===== config.mk =====
export PLATFORM = sky130hd
export DESIGN_NAME = io_port
export DESIGN_NICKNAME = d
export VERILOG_FILES = /design/src/rtl/mycpu_pkg.sv /design/src/rtl/io_fifo.sv /design/src/rtl/io_port.sv
export SDC_FILE = /design/constraint.sdc
export NUM_CORES = 1
export LEC_CHECK = 0
export CAP_MARGIN = 20
export CORE_AREA = 3 3 128 130
export CTS_BUF_LIST = sky130_fd_sc_hd__clkbuf_8
export DETAILED_ROUTE_END_ITERATION = 12
export DIE_AREA = 0 0 131 133
export PLACE_DENSITY = 0.67
export SLEW_MARGIN = 20
export SYNTH_ARGS = -nofsm -noshare
export SYNTH_HDL_FRONTEND = slang
export SYNTH_SLANG_ARGS = --single-unit
export TNS_END_PERCENT = 20

===== constraint.sdc =====
create_clock -name clk -period 5.7 [get_ports clk]
set_clock_uncertainty 0.1 [all_clocks]
set_input_delay 1.14 -clock clk [delete_from_list [all_inputs] [get_ports clk]]
set_output_delay 1.14 -clock clk [all_outputs]
set_load 0.005 [all_outputs]

===== src/rtl/mycpu_pkg.sv =====
// Shared I/O definitions: register address map and STAT bit positions.
package mycpu_pkg;

   typedef enum logic [2:0] {
      IO_STAT  = 3'd0,
      IO_DATA  = 3'd1,
      IO_GPO   = 3'd2,
      IO_GPI   = 3'd3,
      IO_IRQEN = 3'd4
   } io_addr_t;

   localparam int ST_RXE   = 0;
   localparam int ST_RXF   = 1;
   localparam int ST_TXE   = 2;
   localparam int ST_TXF   = 3;
   localparam int ST_TXOVF = 4;
   localparam int ST_RXUDF = 5;
   localparam int ST_W     = 6;

endpackage


===== src/rtl/io_fifo.sv =====
// First-word-fall-through FIFO. The head reads 0 while empty, so callers can
// forward it without extra gating. A push is accepted when full only if a pop
// happens in the same cycle.
module io_fifo #(
   parameter int DATA_W = 16,
   parameter int DEPTH  = 4
) (
   input  logic              clk,
   input  logic              rst_n,
   input  logic              push,
   input  logic [DATA_W-1:0] wdata,
   input  logic              pop,
   output logic [DATA_W-1:0] head,
   output logic              full,
   output logic              empty
);

   localparam int AW = $clog2(DEPTH);

   logic [DATA_W-1:0] mem [DEPTH];
   logic [AW-1:0]     wptr, rptr;
   logic [AW:0]       count;
   logic              do_push, do_pop;

   assign full    = (count == (AW+1)'(DEPTH));
   assign empty   = (count == '0);
   assign do_pop  = pop & ~empty;
   assign do_push = push & (~full | do_pop);
   assign head    = empty ? '0 : mem[rptr];

   // Storage array; contents need no reset because head is masked while empty.
   always_ff @(posedge clk) begin
      if (do_push) mem[wptr] <= wdata;
   end

   // Pointers wrap naturally modulo DEPTH; count tracks occupancy.
   always_ff @(posedge clk or negedge rst_n) begin
      if (!rst_n) begin
         wptr  <= '0;
         rptr  <= '0;
         count <= '0;
      end else begin
         if (do_push) wptr <= wptr + AW'(1);
         if (do_pop)  rptr <= rptr + AW'(1);
         case ({do_push, do_pop})
            2'b10:   count <= count + (AW+1)'(1);
            2'b01:   count <= count - (AW+1)'(1);
            default: count <= count;
         endcase
      end
   end

endmodule


===== src/rtl/io_port.sv =====
// CPU-facing I/O responder: decodes IOR/IOW cycles onto a TX FIFO, an RX FIFO,
// a GPO latch and a synchronised GPI port. Reads are combinational.
// Optional feature macro: IO_IRQ_EN (IRQEN register at address 4 and irq_out).
module io_port
   import mycpu_pkg::*;
#(
   parameter int DATA_W = 16,
   parameter int DEPTH  = 4,
   parameter int GPI_W  = 8
) (
   input  logic              clk,
   input  logic              rst_n,
   input  logic              iom_in,
   input  logic              wen_in,
   input  logic [DATA_W-1:0] addr_in,
   input  logic [DATA_W-1:0] data_in,
   output logic [DATA_W-1:0] data_out,
   output logic [DATA_W-1:0] tx_data_out,
   output logic              tx_valid_out,
   input  logic              tx_ready_in,
   input  logic [DATA_W-1:0] rx_data_in,
   input  logic              rx_valid_in,
   output logic              rx_ready_out,
   input  logic [GPI_W-1:0]  gpi_in,
   output logic [GPI_W-1:0]  gpo_out,
   output logic              irq_out
);

   logic              wr, rd;
   logic [2:0]        sel;
   logic              tx_push, tx_pop, tx_full, tx_empty;
   logic              rx_push, rx_pop, rx_full, rx_empty;
   logic [DATA_W-1:0] rx_head;
   logic              tx_ovf, rx_udf;
   logic [GPI_W-1:0]  gpi_s1, gpi_s2;
   logic [ST_W-1:0]   stat;
   logic              unused_addr;

   assign wr  = iom_in & ~wen_in;
   assign rd  = iom_in & wen_in;
   assign sel = addr_in[2:0];
   assign unused_addr = ^addr_in[DATA_W-1:3];

   assign tx_push      = wr & (sel == IO_DATA);
   assign tx_pop       = tx_valid_out & tx_ready_in;
   assign tx_valid_out = ~tx_empty;
   assign rx_pop       = rd & (sel == IO_DATA);
   assign rx_ready_out = ~rx_full;
   assign rx_push      = rx_valid_in & rx_ready_out;

   io_fifo #(.DATA_W(DATA_W), .DEPTH(DEPTH)) u_tx (
      .clk(clk), .rst_n(rst_n), .push(tx_push), .wdata(data_in), .pop(tx_pop),
      .head(tx_data_out), .full(tx_full), .empty(tx_empty)
   );

   io_fifo #(.DATA_W(DATA_W), .DEPTH(DEPTH)) u_rx (
      .clk(clk), .rst_n(rst_n), .push(rx_push), .wdata(rx_data_in), .pop(rx_pop),
      .head(rx_head), .full(rx_full), .empty(rx_empty)
   );

   // Sticky error flags: set on dropped write / empty read, cleared by any STAT write.
   always_ff @(posedge clk or negedge rst_n) begin
      if (!rst_n) begin
         tx_ovf <= 1'b0;
         rx_udf <= 1'b0;
      end else if (wr && sel == IO_STAT) begin
         tx_ovf <= 1'b0;
         rx_udf <= 1'b0;
      end else begin
         if (tx_push && tx_full && !tx_pop) tx_ovf <= 1'b1;
         if (rx_pop && rx_empty)            rx_udf <= 1'b1;
      end
   end

   // GPO latch written from the low data bits.
   always_ff @(posedge clk or negedge rst_n) begin
      if (!rst_n)                     gpo_out <= '0;
      else if (wr && sel == IO_GPO)   gpo_out <= data_in[GPI_W-1:0];
   end

   // Two-flop synchroniser for the asynchronous GPI pins.
   always_ff @(posedge clk or negedge rst_n) begin
      if (!rst_n) begin
         gpi_s1 <= '0;
         gpi_s2 <= '0;
      end else begin
         gpi_s1 <= gpi_in;
         gpi_s2 <= gpi_s1;
      end
   end

   // STAT word assembled from live FIFO state and sticky flags.
   always_comb begin
      stat           = '0;
      stat[ST_RXE]   = rx_empty;
      stat[ST_RXF]   = rx_full;
      stat[ST_TXE]   = tx_empty;
      stat[ST_TXF]   = tx_full;
      stat[ST_TXOVF] = tx_ovf;
      stat[ST_RXUDF] = rx_udf;
   end

`ifdef IO_IRQ_EN
   logic [2:0] irqen;   // {ovf_ie, tx_empty_ie, rx_avail_ie}

   // Interrupt enables and registered interrupt; it drops once its source clears.
   always_ff @(posedge clk or negedge rst_n) begin
      if (!rst_n) begin
         irqen   <= '0;
         irq_out <= 1'b0;
      end else begin
         if (wr && sel == IO_IRQEN) irqen <= data_in[2:0];
         irq_out <= (irqen[0] & ~rx_empty) | (irqen[1] & tx_empty) |
                    (irqen[2] & (tx_ovf | rx_udf));
      end
   end
`else
   assign irq_out = 1'b0;
`endif

   // Zero-latency read mux; idle and write cycles return 0.
   always_comb begin
      data_out = '0;
      if (rd) begin
         case (sel)
            IO_STAT:  data_out[ST_W-1:0]  = stat;
            IO_DATA:  data_out            = rx_head;
            IO_GPO:   data_out[GPI_W-1:0] = gpo_out;
            IO_GPI:   data_out[GPI_W-1:0] = gpi_s2;
`ifdef IO_IRQ_EN
            IO_IRQEN: data_out[2:0]       = irqen;
`endif
            default:  data_out            = '0;
         endcase
      end
   end

endmodule


# After elaboration in Yosys (flattened, before gate mapping)

Memory sizes are Yosys's and may differ from the RTL's.
Cells that the tools add are included.

Flip-flop bits (word level): 40
Memory bits (writable): 128
Word-level logic and storage cells: 76
Memories: 2

Memory list:

| name     | words | bits a word | read ports | clocked after Yosys merged registers in | write ports | line          | source |
|---|---|---|---|---|---|---|---|
| u_rx.mem | 4     | 16          | 1          | 0                                       | 1           | io_fifo.sv:20 | `logic [DATA_W-1:0] mem [DEPTH];` |
| u_tx.mem | 4     | 16          | 1          | 0                                       | 1           | io_fifo.sv:20 |  |

Add/subtract/negate cells: 8
Equality and inequality tests: 9
Mux-type cells: 16
Bitwise gates (word level): 17
Reductions and logical operators: 13

Operators with widths:

| cell                                                                   | count |
|---|---|
| 16-bit 2-to-1 mux                                                      | 3 |
| 6-bit case mux with 4 select lines                                     | 1 |
| 3-bit case mux with 2 select lines                                     | 2 |
| 1-bit bitwise AND                                                      | 10 |
| 3-bit logical NOT                                                      | 3 |
| 2-bit by 1-bit adder with 2-bit output (second input constant)         | 4 |
| 1-bit 2-to-1 mux                                                       | 8 |
| 8-bit 2-to-1 mux                                                       | 1 |
| 2-bit nonzero test                                                     | 4 |
| 3-bit by 1-bit adder with 3-bit output (second input constant)         | 2 |
| 3-bit by 2-bit equality test with 1-bit output (second input constant) | 2 |
| 3-bit equality test (second input constant)                            | 2 |
| 2-bit case mux with 3 select lines                                     | 1 |
| 3-bit by 1-bit subtractor with 3-bit output (second input constant)    | 2 |
| 1-bit logical AND                                                      | 5 |
| 1-bit inverter                                                         | 5 |
| 2-bit by 1-bit equality test with 1-bit output (second input constant) | 2 |
| 2-bit equality test (second input constant)                            | 2 |
| 3-bit by 1-bit equality test with 1-bit output (second input constant) | 1 |
| 1-bit OR                                                               | 2 |
| 1-bit logical NOT                                                      | 1 |

# Logic depth before layout (Yosys ltp)

Gate-level depths: netlist of the first run.

Depth in word-level cells: 8
Mapped depth: 11

# By module

Synthesis of the first run repeated with hierarchy kept, for this count alone.

Cells, all modules: 375
Area total of the unflattened synthesis: 6,965.4 um^2

Modules (own cells, without submodules):

| module  | times used | cells an instance | area an instance (um^2) | sequential area each (um^2) |
|---|---|---|---|---|
| io_fifo | 2          | 140               | 2,854.0                 | 2,097.0 |
| io_port | 1          | 95                | 1,257.5                 | 650.6 |

# Worst setup path before layout of the first run

No wires, ideal clock.

Path type: in2out
Start: input port addr_in[1]
End: output port data_out[6]
Data arrival time: 2,046 ps
Data required time: 4,460 ps
Setup slack: 2,414 ps
Stages on the path: 5
Cells stage by stage: buf_6 nor3b_4 nand3_2 buf_4 o22ai_1

Longest elaborated chain between the ends: 3
Elaborated cells between the ends (all ways): 5
Classes of those cells: eq/ne (3); mux (2)

RTL lines:

| item                                                                                                             | line           | source |
|---|---|---|
| start, declared                                                                                                  | io_port.sv:15  | `input logic [DATA_W-1:0] addr_in,` |
| 3-bit by 2-bit equality test with 1-bit output or 3-bit by 1-bit equality test with 1-bit output (tied branches) | io_port.sv:125 | `case (sel)` |
| 2-bit case mux with 3 select lines (*)                                                                           | io_port.sv:125 |  |
| 16-bit 2-to-1 mux (*)                                                                                            | io_port.sv:124 | `if (rd) begin` |
| end, declared                                                                                                    | io_port.sv:17  | `output logic [DATA_W-1:0] data_out,` |

Every way passes the cells marked *; elsewhere a longest branch is shown, timed or not.

# Worst setup path in the final report of the first run

Start: input port addr_in[0]
End: output port data_out[3]

Longest elaborated chain between the ends: 3
Elaborated cells between the ends (all ways): 6
Classes of those cells: eq/ne (3); mux (2); reduce/logical (1)

RTL lines:

| item                                                                   | line |
|---|---|
| 3-bit by 2-bit equality test with 1-bit output (tied with other cells) | io_port.sv:125 |
| 6-bit case mux with 4 select lines (*)                                 | io_port.sv:125 |
| 16-bit 2-to-1 mux (*)                                                  | io_port.sv:124 |

Marked as above.

==> results.env, run 1 <==
CTS_HOLD_BUF=0
CLOCK_LATENCY_NS=0.45
ROUTE.DETAILED.DRC=0
CPPEAKSTAGEDELAY_NS=0.56
RELSLEWSLACK=0.349
WORSTSETUPPATHTYPE='primary input to output pin'
CRIT_FAMILY='buffers and inverters'
CRITPATHMOSTFREQUENTCELL='clkdlybuf4s50_1'
CTS_REPAIR_RESIZE_COUNT=0
YOSYS.CELL_COUNT.TOP_TYPE='edfxtp_1'
TIMING.FINAL.SETUP_VIOLATIONS=0
SYNTH.CELLS.MOST_FREQUENT='edfxtp_1 (128), dfrtp_1 (40), and2_1 (25)'
REGISTER_BIT_COUNT_REPORTED_BY_YOSYS=168
TIMING.CRITICAL_PATH.BUF_INV=3
PLACED_CELL_AREA_UM2=7870
FF2FF_PATH_DEPTH=9
CRIT_PATH_MAX_FANOUT=12
N_FILL_CELL=1174
CLK_TRANSITION_REPORTED_PATHS_NS=0.08
CRITICAL_PATH_REQUIRED_NS=4.46
HOLDCRITSTARTPOINT='gpi_s1[7]'
GRT_FIRST_PASS_WIRELENGTH_MM=19.6
VDD_IR_DROP_MAX_V=0.000228
YOSYSWARNINGS=0
DRT-WIRELENGTH-PER-CELL_UM=18.4
TNS_NS=0
MAX_SLEW.WORST_PIN.SLEW_NS=0.977
FLOORPLAN.DIE.HEIGHT_UM=133
FINAL.MIN_CLOCK_PERIOD_NS=4.64
RSZ0062_AT_GRT='no'
GP_CONGESTION=0.748
DP_HPWL_MM=8.14
FLOORPLAN.INITIALDENSITY=0.447
CORE_AR_UM2=15300
AREA_OF_THE_DIE_UM2=17400
LAYOUT-AREA-OVERHEAD-VS-SYNTH_PCT=22.0
POST_ROUTE_CELLS_DRIVE_ABOVE_1_SHARE=0.158
AVGSYNTHCELLAREA_UM2=18.9
TOP_AREA_CELL_TYPE_SHARE_OF_THE_NETLIST_AREA=0.564
DRT_PASS1_ITERATIONS=4
MAX_FREQ_MHz=215
CPMAXSTAGEDELAYCELL='nor3_1'
SYNTH_EDF_COUNT=128
GRT_MAX_DEGREE=41
HOLD-PATH-CELL-COUNT=0
NUMBER_OF_GLOBAL_ROUTE_VIAS_BEFORE_REPAIR=3607
TIMING_HOLD_VIOLATIONS_FINAL=0
WORST_HOLD_PATH.ENDPOINT='gpi_s2[7]'
POWER_DENSITY_nW_PER_UM2=415
CORE.ROWCOUNT=45
CAPTURE_POINT_OF_THE_WORST_REG_TO_REG_PATH='u_rx.count[2]'
ARRIVAL_NS=3.40
NETS=529
PORTBUFFERS=90
GRT_OVERFLOW_TOTAL=0
CRITICAL_PATH.REG2REG.STARTPOINT='u_rx.count[0]'
CTS_TREE='built'
P_LEAK_nW=2.92
YOSYS.AREA.TOP_TYPE='edfxtp_1'
SYNTH_AREA_LEADERS='edfxtp_1 (56%), dfrtp_1 (15%), mux4_2 (6.9%)'
FF_LATCH_AREA_UM2=4840
MAX-CLOCK-PATH-BUFFERS=2
HTREE_LEVELS=4
FINALINSTANCEAREA_UM2=8320
HOLD_CLASS='register to register'
CTS_BUFFERS=17
CP-START-KIND='primary input'
CTS_NUM_SINKS=168
GRT_UTIL_ALL_LAYERS=0.153
TIMING.CRITICAL_PATH.CELLS='clkdlybuf4s50_1 -> buf_4 -> nor3_1 -> a32oi_1 -> a21oi_1 -> clkdlybuf4s50_1'
DRT_FIRST_ITER_VIOLATIONS=194
TIMING_MAX_TRANSITION_VIOLATIONS_FINAL=0
SYNTH.NET_COUNT=434
SYNTH-ASYNC-RESET-RATIO=0.238
TIMING.CRITICAL_PATH.TO_TYPE='output pin'
CTS-ROOT-BUF='clkbuf_8'
ANTENNA_LEFT=0
STATUS='complete, no violations'
POST_SYNTH_NUM_CELL_TYPES=40
POST_SYNTHESIS_INSTANCE_TOTAL=360
MULTIINPUTGATEAREA_UM2=1790
NUMBER_OF_TOP_LEVEL_PINS=105
VIAS=3432
DIODES=0
COUNT_OF_MAX_CAP_CONSTRAINT_VIOLATIONS=0
SHARE_OF_SYNTHESIZED_AREA_OCCUPIED_BY_FLIP_FLOPS_AND_LATCHES=0.710
PERIOD_UTILISATION_LAYOUT=0.814
TOP_FLIP_FLOP_CELL_BY_INSTANCE_COUNT_AFTER_SYNTHESIS='edfxtp_1'
TOTALWIRELENGTH_MM=12.5
INITIAL_ANTENNA_VIOLATION_COUNT=0
NETLIST_AREA_UM2=6820
REG_TO_REG_SLACK_SETUP_NS=3.25
POST_DRT_VIA_CELL_RATIO=5.05
POSTCTSSETUPREPAIRBUFS=0
HORIZONTAL_DIE_DIMENSION_UM=131
[layout by cell type, fill, tap and decap left out, types with 11 or more instances in the layout]
cell type          n
edfxtp_1         128
clkbuf_8          17
clkdlybuf4s50_1   89
mux2_2            14
mux4_2            21
mux4_1            11
and2_1            25
dfrtp_1           40
inv_1             17
[state kept, by name, indices dropped and copies added, names as in the netlist]
name        flops
rx_udf          1
u_rx.wptr       2
tx_ovf          1
u_tx.count      3
gpi_s1          8
u_tx.rptr       2
u_tx.wptr       2
u_rx.mem       64
gpo_out         8
gpi_s2          8
u_rx.count      3
u_rx.rptr       2
u_tx.mem       64
[routing by layer]
layer | vias to the layer above | global-route usage | wire [µm]
met3 | 21 | 0.0444 | 759
met5 | - | 0 | 0
met4 | 0 | 0.0566 | 274
met1 | 1722 | 0.197 | 5070
met2 | 115 | 0.244 | 6400
li1 | 1574 | - | -
[worst reg2reg max path: cells and delay by family, from the launching register on]
kind                       cells  cell delay [ns]
adders and majority gates      2             0.56
xor gates and xnor gates       2             0.30
buffers and inverters          2             0.21
DFF                            1             0.43
and+or+nand+nor                3             0.78
[cell families (layout without fill, tap and decap cells)]
group                      after synthesis  in the layout  share of synthesized area
AOI/OAI and AO/OA                       16             16                     0.0156
and+or+nand+nor                         66             66                     0.0615
buffers and inverters                   33            141                     0.0279
muxes                                   52             52                      0.145
DFF                                    168            168                      0.710
adders and majority gates               12             12                     0.0242
xor gates and xnor gates                12             12                     0.0154
other                                    1              1                   0.000550
[worst max path at each step]
stage                     slack [ns]     endpoint  cells after the start  startpoint
after floorplan                 2.41  data_out[6]                      5  addr_in[1]
after global placement          1.06  data_out[3]                      6  addr_in[0]
after detailed placement        1.04  data_out[7]                      5  addr_in[1]
after CTS                       1.04  data_out[7]                      5  addr_in[1]
after global routing            0.87  data_out[2]                      6  addr_in[0]
final                           1.06  data_out[3]                      6  addr_in[0]
[area by class of cell]
class | count | share of cell area
multi-input combinational | 159 | 0.215
inverter | 17 | 0.00767
sequential | 168 | 0.582
clock inverter | 15 | 0.0263
clock buffer | 17 | 0.0281
tap | 211 | 0.0317
timing repair buffer | 92 | 0.109
[power by group]
group          total [mW]  internal (mW)  switching [mW]  leakage, nW
registers            1.68           1.50           0.181         1.63
logic               0.848          0.537           0.311         1.06
clock network       0.926          0.488           0.439        0.224
total                3.45           2.52           0.930         2.92
[stage by stage]
| step | cells | power [mW] | hold WS [ns] | worst slack [ns] | utilization |
|---|---|---|---|---|---|
| 6_report | 679 | 3.45 | 0.254 | 1.06 | 0.545 |
| 3_5_place_dp | 647 | 2.57 | 0.237 | 1.04 | 0.516 |
| 2_1_floorplan | 360 | 2.21 | 0.231 | 2.41 | - |
| 5_1_grt | 679 | 3.65 | 0.258 | 0.865 | 0.545 |
| 4_1_cts | 679 | 3.51 | 0.258 | 1.04 | 0.545 |
| 3_3_place_gp | 647 | 2.55 | 0.237 | 1.06 | 0.516 |
Power figures use the tool's default switching activity.
==> inputs of run 2 (changes only) <==
Clock period 5.7 ns to 4.39 ns, I/O delays scaled along.
==> results.env, run 2 (synthesis gave the netlist of run 1 again) <==
STATUS='complete, no violations'
NUMBER_OF_TOP_LEVEL_PINS=105
POWER_FRAC_SEQ=0.485
CORE_AR_UM2=15300
CTS_BUFFERS=17
INTPOWER_mW=3.22
DIODES=0
MAX_FREQ_MHz=252
WORSTSETUPPATHTYPE='primary input to output pin'
LARGESTREGISTERS='u_rx.mem: 64 flops, u_tx.mem: 64 flops'
VDD_IR_DROP_MAX_V=0.000336
GRT_MAX_DEGREE=41
COUNT_OF_MAX_CAP_CONSTRAINT_VIOLATIONS=0
FLOORPLAN.INITIALDENSITY=0.447
POWER_DENSITY_nW_PER_UM2=530
MAX_SLEW.WORST_PIN.SLEW_NS=0.927
P_LEAK_nW=2.94
TIMING.FINAL.SETUP_VIOLATIONS=0
RELSLEWSLACK=0.382
PORTBUFFERS=90
LAYOUT-AREA-OVERHEAD-VS-SYNTH_PCT=22.2
CRITICAL_PATH.REG2REG.STARTPOINT='u_rx.count[0]'
ARRIVAL_NS=2.99
FLOORPLAN.DIE.HEIGHT_UM=133
DRT_FIRST_ITER_VIOLATIONS=180
CORE.ROWCOUNT=45
POST_ROUTE_CELLS_DRIVE_ABOVE_1_SHARE=0.168
INITIAL_ANTENNA_VIOLATION_COUNT=0
AREA_OF_THE_DIE_UM2=17400
CLK_TRANSITION_REPORTED_PATHS_NS=0.09
CLOCK_LATENCY_NS=0.44
HOLD_CLASS='register to register'
POWER_SWITCHING_SHARE=0.272
DP_HPWL_MM=8.54
NETS=537
CTS_NUM_SINKS=168
HORIZONTAL_DIE_DIMENSION_UM=131
FINAL.MIN_CLOCK_PERIOD_NS=3.97
N_FILL_CELL=1215
DRT-WIRELENGTH-PER-CELL_UM=18.7
TIMING.CRITICAL_PATH.TO_TYPE='output pin'
VIAS=3476
P_SWITCHING_mW=1.20
GRT_UTIL_ALL_LAYERS=0.159
LAYOUT_COMMON_CELLS='edfxtp_1 (128), clkdlybuf4s50_1 (89), dfrtp_1 (40)'
HTREE_LEVELS=4
PLACED_CELL_AREA_UM2=7930
LAYOUT_COMMONEST_CELL='edfxtp_1'
GRT_FIRST_PASS_WIRELENGTH_MM=20.6
ANTENNA_LEFT=0
TOTALWIRELENGTH_MM=12.8
TIMING_MAX_TRANSITION_VIOLATIONS_FINAL=0
ROUTE.DETAILED.DRC=0
POSTLAYOUTSETUPSLACKWORST_NS=0.425
FINALINSTANCEAREA_UM2=8340
PERIOD_UTILISATION_LAYOUT=0.903
NUMBER_OF_GLOBAL_ROUTE_VIAS_BEFORE_REPAIR=3726
MAX-CLOCK-PATH-BUFFERS=2
CRIT_PATH_MAX_FANOUT=7
CRITICAL_PATH_REQUIRED_NS=3.41
TIMING_HOLD_VIOLATIONS_FINAL=0
CTS_TREE='built'
HOLDCRITSTARTPOINT='gpi_s1[0]'
CTS-ROOT-BUF='clkbuf_8'
RSZ0062_AT_GRT='no'
CTS_HOLD_BUF=0
FINALHOLDWORSTSLACK_NS=0.248
DRT_PASS1_ITERATIONS=4
GP_CONGESTION=0.760
STARTPOINT='addr_in[1]'
TNS_NS=0
POSTCTSSETUPREPAIRBUFS=0
CP-START-KIND='primary input'
COMB_POWER_SHARE=0.261
CTS_REPAIR_RESIZE_COUNT=0
POST_DRT_VIA_CELL_RATIO=5.06
PLACE_WS_NS=0.395
GRT_OVERFLOW_TOTAL=0
CLOCKPOWERSHARE=0.254
-- run 2: metal layers --
metal,track usage,up-vias,wire length (µm)
met3,0.0468,12,684
met4,0.0457,0,143
met5,0,-,0
met1,0.207,1777,5380
met2,0.258,97,6630
li1,-,1590,-
-- run 2: layout make-up --
type | count | area [µm²] | area share
timing repair buffer | 100 | 971 | 0.116
sequential | 168 | 4840 | 0.581
clock inverter | 15 | 173 | 0.0207
multi-input combinational | 159 | 1790 | 0.214
clock buffer | 17 | 234 | 0.0281
tap | 211 | 264 | 0.0317
inverter | 17 | 63.8 | 0.00766
-- run 2: worst max-delay path, cell delays in order --
cell	delay [ns]
clkdlybuf4s50_1	0.54
nor3_1	0.48
buf_4	0.21
a32oi_1	0.11
a21oi_1	0.22
clkdlybuf4s50_1	0.55
-- run 2: power by group through the flow --
stage / clock (mW) / sequential, mW / combinational (mW)
after floorplan: 0 / 2.06 / 0.815
after global placement: 0 / 2.17 / 1.15
after detailed placement: 0 / 2.18 / 1.17
after CTS: 1.15 / 2.15 / 1.18
after global routing: 1.23 / 2.18 / 1.27
final: 1.12 / 2.14 / 1.15
-- run 2: worst paths after layout --
path	end	slack (ns)	cells past startpoint
setup / recovery	data_out[3]	0.42	6
hold / removal	gpi_s2[0]	0.25	0
setup reg to reg	u_rx.count[2]	1.90	9
hold reg to reg	gpi_s2[0]	0.25	0
max in group asynchronous	u_rx.count[1]	3.14	1
min in group asynchronous	gpi_s1[7]	0.46	1
-- run 2: stage by stage --
stage | std cells | total power, mW | utilization
final | 687 | 4.42 | 0.546
after CTS | 687 | 4.48 | 0.546
after floorplan | 360 | 2.87 | -
after global placement | 655 | 3.32 | 0.520
after detailed placement | 655 | 3.36 | 0.520
after global routing | 687 | 4.68 | 0.546
==> inputs of run 3 (changes only) <==
Settings changed: CAP_MARGIN 20 to unset, CORE_AREA 3 3 128 130 to 8 8 133 135, DIE_AREA 0 0 131 133 to 0 0 141 143.
==> results.env, run 3 (synthesis gave the netlist of run 1 again) <==
HOLD-PATH-CELL-COUNT=0
RSZ0062_AT_GRT='no'
DP_HPWL_MM=9.13
HTREE_LEVELS=4
STARTPOINT='addr_in[2]'
CRIT_PATH_MAX_FANOUT=12
NUMBER_OF_TOP_LEVEL_PINS=105
GRT_FIRST_PASS_WIRELENGTH_MM=21.0
TIMING_HOLD_VIOLATIONS_FINAL=0
PLACED_CELL_AREA_UM2=7940
TOTAL_POWER_mW=4.51
LAYOUT_COMMON_CELLS='edfxtp_1 (128), clkdlybuf4s50_1 (89), dfrtp_1 (40)'
INITIAL_ANTENNA_VIOLATION_COUNT=0
LAYOUT_COMMONEST_CELL='edfxtp_1'
CRITICAL_PATH_REQUIRED_NS=3.41
HORIZONTAL_DIE_DIMENSION_UM=141
CTS_BUFFERS=17
CORE.ROWCOUNT=46
POSTCTSSETUPREPAIRBUFS=0
FINALNONFILLERCELLS=693
WORST_HOLD_PATH.ENDPOINT='gpi_s2[6]'
LAYOUT-AREA-OVERHEAD-VS-SYNTH_PCT=22.8
FLOORPLAN.DIE.HEIGHT_UM=143
CLOCKPOWERSHARE=0.264
TIMING.CRITICAL_PATH.BUF_INV=2
FINALCOREUTILIZATION=0.537
MAX_FREQ_MHz=254
CTS_TREE='built'
FF2FF_PATH_DEPTH=9
PLACE_WS_NS=0.410
DIODES=0
REG_TO_REG_SLACK_SETUP_NS=1.93
CP-START-KIND='primary input'
CTS_NUM_SINKS=168
POWER_DENSITY_nW_PER_UM2=538
AREA_OF_THE_DIE_UM2=20200
CTS_HOLD_BUF=0
FINAL.MIN_CLOCK_PERIOD_NS=3.93
STATUS='complete, no violations'
CRIT_FAMILY='buffers and inverters'
INTPOWER_mW=3.28
VDD_IR_DROP_MAX_V=0.000294
COUNT_OF_MAX_CAP_CONSTRAINT_VIOLATIONS=0
RELSLEWSLACK=0.395
CPMAXSTAGEDELAYCELL='clkdlybuf4s50_1'
VIAS=3470
POST_DRT_VIA_CELL_RATIO=5.01
HOLD_CLASS='register to register'
MAX-CLOCK-PATH-BUFFERS=2
LARGESTREGISTERS='u_rx.mem: 64 flops, u_tx.mem: 64 flops'
MAX_SLEW.WORST_PIN.SLEW_NS=0.907
WORSTSETUPPATHTYPE='primary input to output pin'
P_SWITCHING_mW=1.22
CTS_REPAIR_RESIZE_COUNT=0
PERIOD_UTILISATION_LAYOUT=0.896
POWER_FRAC_SEQ=0.476
FINALINSTANCEAREA_UM2=8380
GP_CONGESTION=0.776
POST_ROUTE_CELLS_DRIVE_ABOVE_1_SHARE=0.172
CPPEAKSTAGEDELAY_NS=0.54
FINALHOLDWORSTSLACK_NS=0.250
GRT_UTIL_ALL_LAYERS=0.140
TIMING.FINAL.SETUP_VIOLATIONS=0
CTS-ROOT-BUF='clkbuf_8'
GRT_OVERFLOW_TOTAL=0
COMB_POWER_SHARE=0.260
TIMING_MAX_TRANSITION_VIOLATIONS_FINAL=0
DRT_PASS1_ITERATIONS=4
POSTLAYOUTSETUPSLACKWORST_NS=0.458
P_LEAK_nW=2.98
TIMING.CRITICAL_PATH.CELLS='clkdlybuf4s50_1 -> and3b_1 -> nand3_2 -> o22ai_1 -> clkdlybuf4s50_1'
ANTENNA_LEFT=0
CAPTURE_POINT_OF_THE_WORST_REG_TO_REG_PATH='u_tx.count[2]'
DRT-WIRELENGTH-PER-CELL_UM=19.5
CORE_AR_UM2=15600
NETS=538
HOLDCRITSTARTPOINT='gpi_s1[6]'
CP.DEPTH=5
TOTALWIRELENGTH_MM=13.5
ARRIVAL_NS=2.95
DRT_FIRST_ITER_VIOLATIONS=183
CLOCK_LATENCY_NS=0.44
TNS_NS=0
TIMING.CRITICAL_PATH.TO_TYPE='output pin'
NUMBER_OF_GLOBAL_ROUTE_VIAS_BEFORE_REPAIR=3739
PORTBUFFERS=90
POWER_SWITCHING_SHARE=0.271
CRITPATHMOSTFREQUENTCELL='clkdlybuf4s50_1'
GRT_MAX_DEGREE=41
CLK_TRANSITION_REPORTED_PATHS_NS=0.08
FLOORPLAN.INITIALDENSITY=0.437
CRITICAL_PATH.REG2REG.STARTPOINT='u_tx.count[0]'
ROUTE.DETAILED.DRC=0
POST-PLACE-CELLS=661
[run 3: worst max path at each step]
stage,end,slack (ns)
after floorplan,u_rx.count[2],1.60
after CTS,data_out[7],0.41
after global routing,data_out[7],0.32
final,data_out[7],0.46
after detailed placement,data_out[7],0.41
after global placement,data_out[7],0.44
[run 3: power groups by stage]
| stage | logic (mW) | registers (mW) | clock network, mW |
|---|---|---|---|
| after floorplan | 0.815 | 2.06 | 0 |
| after global placement | 1.16 | 2.17 | 0 |
| after detailed placement | 1.19 | 2.19 | 0 |
| after CTS | 1.20 | 2.15 | 1.22 |
| after global routing | 1.28 | 2.18 | 1.28 |
| final | 1.17 | 2.15 | 1.19 |
[run 3: area by class of cell]
type	count	area, µm²
Clock buffer	17	234
Fill cell	1249	7220
Sequential cell	168	4840
Clock inverter	15	200
Multi-Input combinational cell	159	1790
Inverter	17	63.8
Tap cell	216	270
Timing Repair Buffer	101	978
[run 3: per-layer routing]
| metal | share of wire | track usage | up-vias |
|---|---|---|---|
| met5 | 0 | 0 | - |
| met2 | 0.51 | 0.237 | 94 |
| li1 | - | - | 1587 |
| met3 | 0.059 | 0.0487 | 8 |
| met1 | 0.42 | 0.168 | 1781 |
| met4 | 0.0080 | 0.0390 | 0 |
